File: src/rtl/axis_fir_sample_source.sv
// AXI-Stream sample source for a FIR kernel's input_r port. Samples come from a small
// preloaded FIFO and are sent with an optional inter-beat gap, a sent-beat counter and a
// sticky stall-timeout flag. Define AXIS_FIR_SRC_TLAST_EN to add TLAST framing.
module axis_fir_sample_source #(
    parameter int DATA_W         = 16,
    parameter int DEPTH          = 16,
    parameter int TIMEOUT_CYCLES = 1024,
    parameter int FRAME_LEN      = 64
) (
    input  logic              ap_clk,
    input  logic              ap_rst_n,
    input  logic              wr_en,
    input  logic [DATA_W-1:0] wr_data,
    output logic              wr_full,
    output logic              wr_overflow,
    input  logic              run,
    input  logic [7:0]        gap_cycles,
    output logic [DATA_W-1:0] input_r_TDATA,
    output logic              input_r_TVALID,
    input  logic              input_r_TREADY,
`ifdef AXIS_FIR_SRC_TLAST_EN
    output logic              input_r_TLAST,
`endif
    output logic              busy,
    output logic [31:0]       sent_count,
    output logic              blocked,
    input  logic              clear_blocked
);

    localparam int AW = $clog2(DEPTH);
    localparam int CW = AW + 1;
    localparam int SW = $clog2(TIMEOUT_CYCLES + 1);

    typedef enum logic [1:0] {IDLE, SEND, GAP} state_t;

    logic [DATA_W-1:0] mem [DEPTH];
    logic [AW-1:0]     wr_ptr_q, wr_ptr_d, rd_ptr_q, rd_ptr_d;
    logic [CW-1:0]     count_q, count_d;
    logic              full_q, full_d, ovf_q, ovf_d;
    state_t            state_q, state_d;
    logic [7:0]        gap_q, gap_d;
    logic              tvalid_q, tvalid_d;
    logic [DATA_W-1:0] tdata_q, tdata_d;
    logic [31:0]       sent_q, sent_d;
    logic [SW-1:0]     stall_q, stall_d;
    logic              blocked_q, blocked_d;
    logic              push, load, hs, can_load;

    assign push     = wr_en & ~full_q;
    assign hs       = tvalid_q & input_r_TREADY;
    assign can_load = run & (count_q != '0);

    // FIFO storage has no reset; only the pointers and count define its contents.
    always_ff @(posedge ap_clk) begin
        if (push) mem[wr_ptr_q] <= wr_data;
    end

    always_comb begin
        wr_ptr_d  = wr_ptr_q + AW'(push);
        rd_ptr_d  = rd_ptr_q + AW'(load);
        count_d   = count_q + CW'(push) - CW'(load);
        full_d    = (count_d == CW'(DEPTH));
        ovf_d     = ovf_q | (wr_en & full_q);
        tdata_d   = load ? mem[rd_ptr_q] : tdata_q;
        sent_d    = sent_q + 32'(hs);
        stall_d   = stall_q;
        if (clear_blocked || hs)
            stall_d = '0;
        else if (tvalid_q && !input_r_TREADY && stall_q != SW'(TIMEOUT_CYCLES))
            stall_d = stall_q + SW'(1);
        blocked_d = clear_blocked ? 1'b0 : (blocked_q | (stall_d == SW'(TIMEOUT_CYCLES)));
    end

    always_comb begin
        state_d  = state_q;
        tvalid_d = tvalid_q;
        gap_d    = gap_q;
        load     = 1'b0;
        case (state_q)
            IDLE: begin
                tvalid_d = 1'b0;
                if (can_load) begin
                    load     = 1'b1;
                    tvalid_d = 1'b1;
                    state_d  = SEND;
                end
            end
            SEND: begin
                if (hs) begin
                    if (gap_cycles != 8'd0) begin
                        gap_d    = gap_cycles;
                        tvalid_d = 1'b0;
                        state_d  = GAP;
                    end else if (can_load) begin
                        load = 1'b1;
                    end else begin
                        tvalid_d = 1'b0;
                        state_d  = IDLE;
                    end
                end
            end
            GAP: begin
                tvalid_d = 1'b0;
                // The load decision is made while the counter steps 1 -> 0 so that
                // exactly gap_cycles low cycles separate the beats.
                if (gap_q > 8'd1) begin
                    gap_d = gap_q - 8'd1;
                end else begin
                    gap_d = 8'd0;
                    if (can_load) begin
                        load     = 1'b1;
                        tvalid_d = 1'b1;
                        state_d  = SEND;
                    end else begin
                        state_d = IDLE;
                    end
                end
            end
            default: state_d = IDLE;
        endcase
    end

    always_ff @(posedge ap_clk or negedge ap_rst_n) begin
        if (!ap_rst_n) begin
            wr_ptr_q  <= '0;
            rd_ptr_q  <= '0;
            count_q   <= '0;
            full_q    <= 1'b0;
            ovf_q     <= 1'b0;
            state_q   <= IDLE;
            gap_q     <= 8'd0;
            tvalid_q  <= 1'b0;
            tdata_q   <= '0;
            sent_q    <= 32'd0;
            stall_q   <= '0;
            blocked_q <= 1'b0;
        end else begin
            wr_ptr_q  <= wr_ptr_d;
            rd_ptr_q  <= rd_ptr_d;
            count_q   <= count_d;
            full_q    <= full_d;
            ovf_q     <= ovf_d;
            state_q   <= state_d;
            gap_q     <= gap_d;
            tvalid_q  <= tvalid_d;
            tdata_q   <= tdata_d;
            sent_q    <= sent_d;
            stall_q   <= stall_d;
            blocked_q <= blocked_d;
        end
    end

`ifdef AXIS_FIR_SRC_TLAST_EN
    localparam int BW = (FRAME_LEN > 1) ? $clog2(FRAME_LEN) : 1;

    logic [BW-1:0] beat_q, beat_d, beat_inc, load_idx;
    logic          tlast_q, tlast_d;

    // A back-to-back load happens on the handshake edge, so it takes the advanced index.
    always_comb begin
        beat_inc = (beat_q == BW'(FRAME_LEN - 1)) ? '0 : beat_q + BW'(1);
        load_idx = hs ? beat_inc : beat_q;
        beat_d   = hs ? beat_inc : beat_q;
        tlast_d  = load ? (load_idx == BW'(FRAME_LEN - 1)) : tlast_q;
    end

    always_ff @(posedge ap_clk or negedge ap_rst_n) begin
        if (!ap_rst_n) begin
            beat_q  <= '0;
            tlast_q <= 1'b0;
        end else begin
            beat_q  <= beat_d;
            tlast_q <= tlast_d;
        end
    end

    assign input_r_TLAST = tlast_q;
`endif

    assign wr_full        = full_q;
    assign wr_overflow    = ovf_q;
    assign input_r_TDATA  = tdata_q;
    assign input_r_TVALID = tvalid_q;
    assign busy           = (state_q != IDLE);
    assign sent_count     = sent_q;
    assign blocked        = blocked_q;

endmodule
File: config.mk
export PLATFORM = sky130hd
export DESIGN_NAME = axis_fir_sample_source
export DESIGN_NICKNAME = d
export VERILOG_FILES = /design/src/rtl/axis_fir_sample_source.sv
export SDC_FILE = /design/constraint.sdc
export NUM_CORES = 1
export LEC_CHECK = 0
export ABC_AREA = 1
export CORE_UTILIZATION = 25
export DETAILED_ROUTE_END_ITERATION = 6
export DONT_BUFFER_PORTS = 1
export GPL_TIMING_DRIVEN = 0
export SETUP_SLACK_MARGIN = 0.02
export SYNTH_ARGS = -nofsm -noshare
export SYNTH_HDL_FRONTEND = slang
export SYNTH_SLANG_ARGS = --single-unit
File: constraint.sdc
create_clock -name ap_clk -period 3.97 [get_ports ap_clk]
set_input_delay 0.794 -clock ap_clk [delete_from_list [all_inputs] [get_ports ap_clk]]
set_output_delay 0.794 -clock ap_clk [all_outputs]
set_load 0.03 [all_outputs]
==> impl_metrics.py, run 1 <==
metrics = {
    "critical_path": {
        "worstSetupEndpointType": "register",
        "crit_required_ps": 4430,
        "crit_type": "register to register",
        "slowest_delay_ps": 400,
        "path_common_cell": "nand2_1",
        "cp_data_arrival_time_ps": 3720,
        "critPathLaunchType": "register",
        "cp_slowest_cell": "fa_1",
        "r2r_slack_ps": 710,
        "path_cells": "inv_1 > ha_1 > nand2_1 > o21ai_1 > inv_1 > nand3_1 > nand3_1 > nand2_1 > buf_2 > buf_4 > nand2_1 > nand2_1 > ha_1 > inv_1 > fa_1 > o21ai_0 > xnor2_1 > nand3_1 > nor2_1",
        "worstPathMaxFanout": 10,
    },
    "power_and_ir_drop": {
        "p_per_area_nw_per_um2": 731,
        "ir_drop_mv": 0.326,
        "leakage_uw": 0.00616,
    },
    "logic_synthesis": {
        "synth_top_cell_by_area": "edfxtp_1",
        "synth.top_cell.area_share_pct": 53.1,
        "ys_async_sr_fraction_pct": 25.1,
        "synth_cell_types": 40,
        "yosys_most_used_dff": "edfxtp_1",
        "seq_area_frac_synth_pct": 68.0,
        "ys_warn_count": 0,
        "ys_top_cells_by_area": "edfxtp_1 (53%), dfrtp_1 (15%), o21ai_0 (6.1%)",
        "synth_area_um2": 14500,
        "syn-num-nets": 1329,
        "yosys_register_bits": 342,
        "syn_inst": 1280,
        "avgSynthCellArea_um2": 11.3,
        "synth_edf_count": 256,
    },
    "grt": {
        "grt_pass1_vias": 9537,
        "antenna_found_initial": 0,
        "grt_max_degree": 87,
        "overflow": 0,
        "grt_pass1_wl_um": 59000,
        "track_usage_pct": 13.1,
    },
    "clock_network": {
        "worstSkewPairLatency_ps": 540,
        "cts_root_buf": "clkbuf_16",
        "cts.path.max_buffers": 3,
        "cts_tree": "done",
        "ctsResizeCount": 0,
        "numCtsBuffers": 37,
        "cts.sinks": 342,
        "htreeDepth": 2,
        "clkTransAtPathRegs_ps": 60,
    },
    "timing": {
        "timing.fmax_ghz": 0.306,
        "finClkSkew_ps": 21.0,
        "setup_tns_ps": 0,
        "whs_ps": 164,
        "slew_headroom_pct": 32.7,
        "min_period_ps": 3260,
        "rsz0062_at_grt": "false",
        "worst_pin_slew_ps": 1010,
        "period_share_pct": 82.2,
        "setup-violations-final": 0,
        "final-hold-violation-count": 0,
        "drv_slew": 0,
    },
    "floorplan": {
        "die_width_um": 243,
        "dieArea_um2": 58800,
        "core_area_um2": 56800,
        "start_util_pct": 25.5,
        "die_h_um": 243,
        "ioPinCount": 83,
        "rows": 87,
    },
    "place": {
        "dp_hpwl_um": 26500,
        "gp_congestion": 0.914,
        "portBuffers": 0,
    },
    "route": {
        "met1Wirelength_um": 17300,
        "vias": 9951,
        "first_pass_iters": 5,
        "totalWireLength_um": 39400,
        "viasPerCell": 4.70,
        "ant_nets": 0,
        "wire_per_inst_um": 18.6,
        "first_iter_violations": 978,
        "top_layer_used": "met4",
        "drc": 0,
        "met3_length_um": 3770,
        "met2WireLength_um": 17400,
    },
    "cells_and_area": {
        "nFillCells": 5820,
        "area_delta_synth_final_pct": 16.6,
        "nets": 1382,
        "drive_gt1_share_pct": 8.90,
    },
    "flow_run": {
        "maxCapViolations": 0,
    },
    "status": {
        "status": "complete, no violations",
    },
    "worst_hold_path": {
        "hp-class": "input pin to asynchronous set/reset pin",
    },
}
synthesized netlist by cell type, types with 2 or more instances:
cell type	instances
edfxtp_1	256
nor2_1	223
o21ai_0	175
nand2_1	159
dfrtp_1	86
o22ai_1	80
inv_1	79
nand3_1	41
clkbuf_1	38
xor2_1	27
ha_1	18
xnor2_1	14
buf_2	11
a21oi_1	9
nand4_1	8
buf_1	6
nor2_4	6
nor3_1	6
nand3_2	5
buf_4	3
nand2_2	3
nor4_1	3
o221ai_1	3
a31oi_1	2
inv_2	2
nand3b_1	2
nor2_2	2
area by class of cell:
class,instances,area (um^2),area share (%)
sequential,342,9840,58.3
multi-input combinational,798,4110,24.4
clock buffer,46,981,5.82
tap,756,946,5.61
inverter,82,308,1.82
timing repair buffer,14,248,1.47
buffer,58,243,1.44
clock inverter,20,186,1.11
antenna,1,2.50,0.0148
critical path: cells and delay by family, from the launching register on:
| family | cells | cell delay, ps |
|---|---|---|
| XOR/XNOR | 1 | 160 |
| buffers and inverters | 5 | 720 |
| AO/OA/AOI/OAI | 2 | 470 |
| AND/OR/NAND/NOR | 8 | 750 |
| flip-flops | 1 | 390 |
| adder cells (fa/ha/maj) | 3 | 700 |
sequential cells by signal (all words and copies together) (netlist names):
register and flops:
count_q 5, wr_full 1, stall_q 11, gap_q 8, state_q 2, sent_count 32, wr_ptr_q 4, rd_ptr_q 4
mem 256, wr_overflow 1, input_r_TDATA 16, blocked 1, input_r_TVALID 1
final timing paths:
path | startpoint | to | cells past startpoint
worst max-delay path | count_q[3]$_DFF_PN0_ | wr_full$_DFF_PN0_ | 19
worst min-delay path | ap_rst_n | count_q[2]$_DFF_PN0_ | 1
worst max register to register | count_q[3]$_DFF_PN0_ | wr_full$_DFF_PN0_ | 19
worst min register to register | gap_q[7]$_DFFE_PN0P_ | gap_q[7]$_DFFE_PN0P_ | 2
max in group asynchronous | ap_rst_n | sent_count[16]$_DFF_PN0_ | 1
min in group ap_clk | clear_blocked | blocked$_DFF_PN0_ | 1
cell families after synthesis:
| kind of cell | after synthesis | synth area share, % |
|---|---|---|
| fa+ha+maj | 19 | 1.70 |
| flops | 342 | 68.0 |
| buf+inv | 140 | 3.81 |
| simple gates | 462 | 13.5 |
| xor+xnor | 41 | 2.48 |
| compound gates | 276 | 10.5 |
power breakdown:
part	leakage, uW	internal (uW)	switching [uW]
sequential	0.00340	4390	590
clock	0.000553	1900	1440
combinational	0.00221	1160	2860
layout by cell type, fill, tap and decap left out, types with 14 or more instances in the layout:
cell type / instances
clkbuf_1: 46
clkbuf_16: 38
dfrtp_1: 86
edfxtp_1: 256
ha_1: 18
inv_1: 79
nand2_1: 159
nand3_1: 41
nor2_1: 207
nor2_2: 18
o21ai_0: 175
o22ai_1: 80
xnor2_1: 14
xor2_1: 27
what timing repair did:
item                                    4_1_cts  5_1_grt
endpoints found under the hold margin        86        0
hold buffers                                  1        0
endpoints found under the setup margin        0        0
buffers inserted                              0        0
routing by layer:
layer	global-route usage, %	up-vias
met1	18.1	4891
met2	19.9	414
met4	3.43	0
li1	-	4581
met5	0	-
met3	3.86	65
metrics by stage:
stage	power, uW	utilization, %	instance area (um^2)	setup WS [ps]	cells
after floorplan	7420	-	14500	928	1280
after global placement	8790	27.1	15400	587	2036
after detailed placement	8980	27.6	15700	543	2049
after CTS	12400	29.7	16900	714	2116
after global routing	12900	29.7	16900	385	2116
final	12300	29.7	16900	705	2117
Power figures use the tool's default switching activity.
==> inputs of run 2 (changes only) <==
Clock period 3.97 ns to 3.4 ns, I/O delays scaled along.
==> run 2 against run 1 <==
Effect of this change:
- power grew 17%
- worst hold slack lost 110 ps
- sequential power grew 17%
- sequential cell count is the same
- worst setup slack lost 360 ps
- critical path type unchanged
- highest routed layer unchanged
- sequential share of layout area is essentially flat
- critical endpoint unchanged
- first-iteration DRC count grew 7.9%
- maximum frequency grew 6.9%
==> impl_metrics.py, run 2 (synthesized netlist as in run 1, its figures left out) <==
metrics = {
    "status": {
        "status": "complete, no violations",
    },
    "cells_and_area": {
        "final_core_util_pct": 29.7,
        "stdcell_count": 2116,
        "mostFrequentLayoutCells": "edfxtp_1 (256), nor2_1 (206), o21ai_0 (174)",
        "antenna_cells": 0,
        "seqCellArea_um2": 9840,
        "multi_input_area_um2": 4130,
        "regMostFlops": "mem",
        "nFillCells": 5817,
        "layout_commonest_cell": "edfxtp_1",
        "nets": 1382,
        "drive_gt1_share_pct": 9.12,
        "area_delta_synth_final_pct": 16.7,
        "largest_reg_flops": 256,
    },
    "timing": {
        "setup_tns_ps": 0,
        "final-hold-violation-count": 0,
        "drv_slew": 0,
        "timing.fmax_ghz": 0.327,
        "rsz0062_at_grt": "false",
        "slew_headroom_pct": 33.1,
        "setup_slack_ps": 345,
        "finClkSkew_ps": 20.6,
        "worst_pin_slew_ps": 1000,
        "setup-violations-final": 0,
        "period_share_pct": 89.8,
        "min_period_ps": 3050,
    },
    "clock_network": {
        "htreeDepth": 2,
        "cts.path.max_buffers": 3,
        "worstSkewPairLatency_ps": 550,
        "numCtsBuffers": 37,
        "cts_setup_buffers": 0,
        "cts_tree": "done",
        "cts_root_buf": "clkbuf_16",
        "cts.sinks": 342,
        "clkTransAtPathRegs_ps": 60,
    },
    "route": {
        "wire_per_inst_um": 18.6,
        "viasPerCell": 4.71,
        "first_pass_iters": 6,
        "first_iter_violations": 1055,
        "vias": 9965,
        "drc": 0,
        "ant_nets": 0,
        "totalWireLength_um": 39400,
    },
    "floorplan": {
        "die_h_um": 243,
        "ioPinCount": 83,
        "start_util_pct": 25.5,
        "dieArea_um2": 58800,
        "core_area_um2": 56800,
        "rows": 87,
        "die_width_um": 243,
    },
    "critical_path": {
        "critPathLaunchType": "register",
        "worstSetupEndpointType": "register",
        "crit-reg2reg-launch": "count_q[3]$_DFF_PN0_",
        "worst_r2r_endpoint": "wr_full$_DFF_PN0_",
        "crit_end": "wr_full$_DFF_PN0_",
        "crit_start": "count_q[3]$_DFF_PN0_",
        "crit_type": "register to register",
        "crit_required_ps": 3860,
        "cp_data_arrival_time_ps": 3510,
        "reg2reg_depth": 19,
        "r2r_slack_ps": 350,
        "worstPathMaxFanout": 10,
    },
    "power_and_ir_drop": {
        "ir_drop_mv": 0.380,
        "p_per_area_nw_per_um2": 855,
        "leakage_uw": 0.00617,
    },
    "grt": {
        "antenna_found_initial": 0,
        "overflow": 0,
        "grt_pass1_wl_um": 59000,
        "grt_pass1_vias": 9537,
        "track_usage_pct": 13.1,
        "grt_max_degree": 87,
    },
    "place": {
        "gp_congestion": 0.914,
        "dp_hpwl_um": 26500,
        "portBuffers": 0,
        "post-place-ws_ps": 86.8,
        "dp_cells": 2049,
    },
    "flow_run": {
        "maxCapViolations": 0,
    },
    "worst_hold_path": {
        "hp-class": "input pin to asynchronous set/reset pin",
    },
}
## run 2: critical path, cell delays in order (launching register included)
cell and delay, ps:
dfrtp_1 390, inv_1 80, ha_1 140, nand2_1 60, o21ai_2 180, inv_1 100
nand3_1 120, nand3_1 80, nand2_1 150, buf_4 220, buf_4 180, nand2_1 60
nand2_1 90, ha_1 160, inv_1 50, fa_1 410, o21ai_1 180, xnor2_1 150
nand3_1 90, nor2_1 100
## run 2: repair_timing
item,4_1_cts,5_1_grt
hold buffers,1,0
setup endpoints to repair,0,1
resized for setup,0,6
endpoints found under the hold margin,86,0
## run 2: report_power, final
group	internal [uW]	switching, uW	leakage (uW)	total, uW
sequential	5120	691	0.00340	5820
clock	2220	1680	0.000553	3900
combinational	1360	3350	0.00221	4720
## run 2: worst min path at each step
stage | endpoint | slack [ps] | depth (start not counted)
after floorplan | blocked$_DFF_PN0_ | 380 | 0
after global placement | gap_q[3]$_DFFE_PN0P_ | 390 | 0
after detailed placement | gap_q[3]$_DFFE_PN0P_ | 390 | 0
after CTS | rd_ptr_q[3]$_DFF_PN0_ | 60 | 1
after global routing | count_q[1]$_DFF_PN0_ | 80 | 1
final | count_q[2]$_DFF_PN0_ | 60 | 1
## run 2: metrics by stage
stage               power [uW]  hold WS, ps  area [um^2]
detailed placement       10500          387        15700
global route             15100         78.4        16900
CTS                      14400         59.2        16900
global placement         10300          386        15400
finish                   14400         57.4        16900
floorplan                 8660          384        14500
## run 2: final cells by class
type | instances | share of cell area (%)
buffer | 58 | 1.45
clock buffer | 46 | 5.81
clock inverter | 20 | 1.10
inverter | 82 | 1.82
multi-input combinational | 798 | 24.4
sequential | 342 | 58.3
tap | 756 | 5.60
timing repair buffer | 14 | 1.47
## run 2: routing by layer
metal,part of all wire (%),up-vias,global-route usage [%]
li1,-,4582,-
met1,43,4903,18.1
met2,44,417,19.9
met3,10,63,3.86
met4,2.2,0,3.43
met5,0,-,0
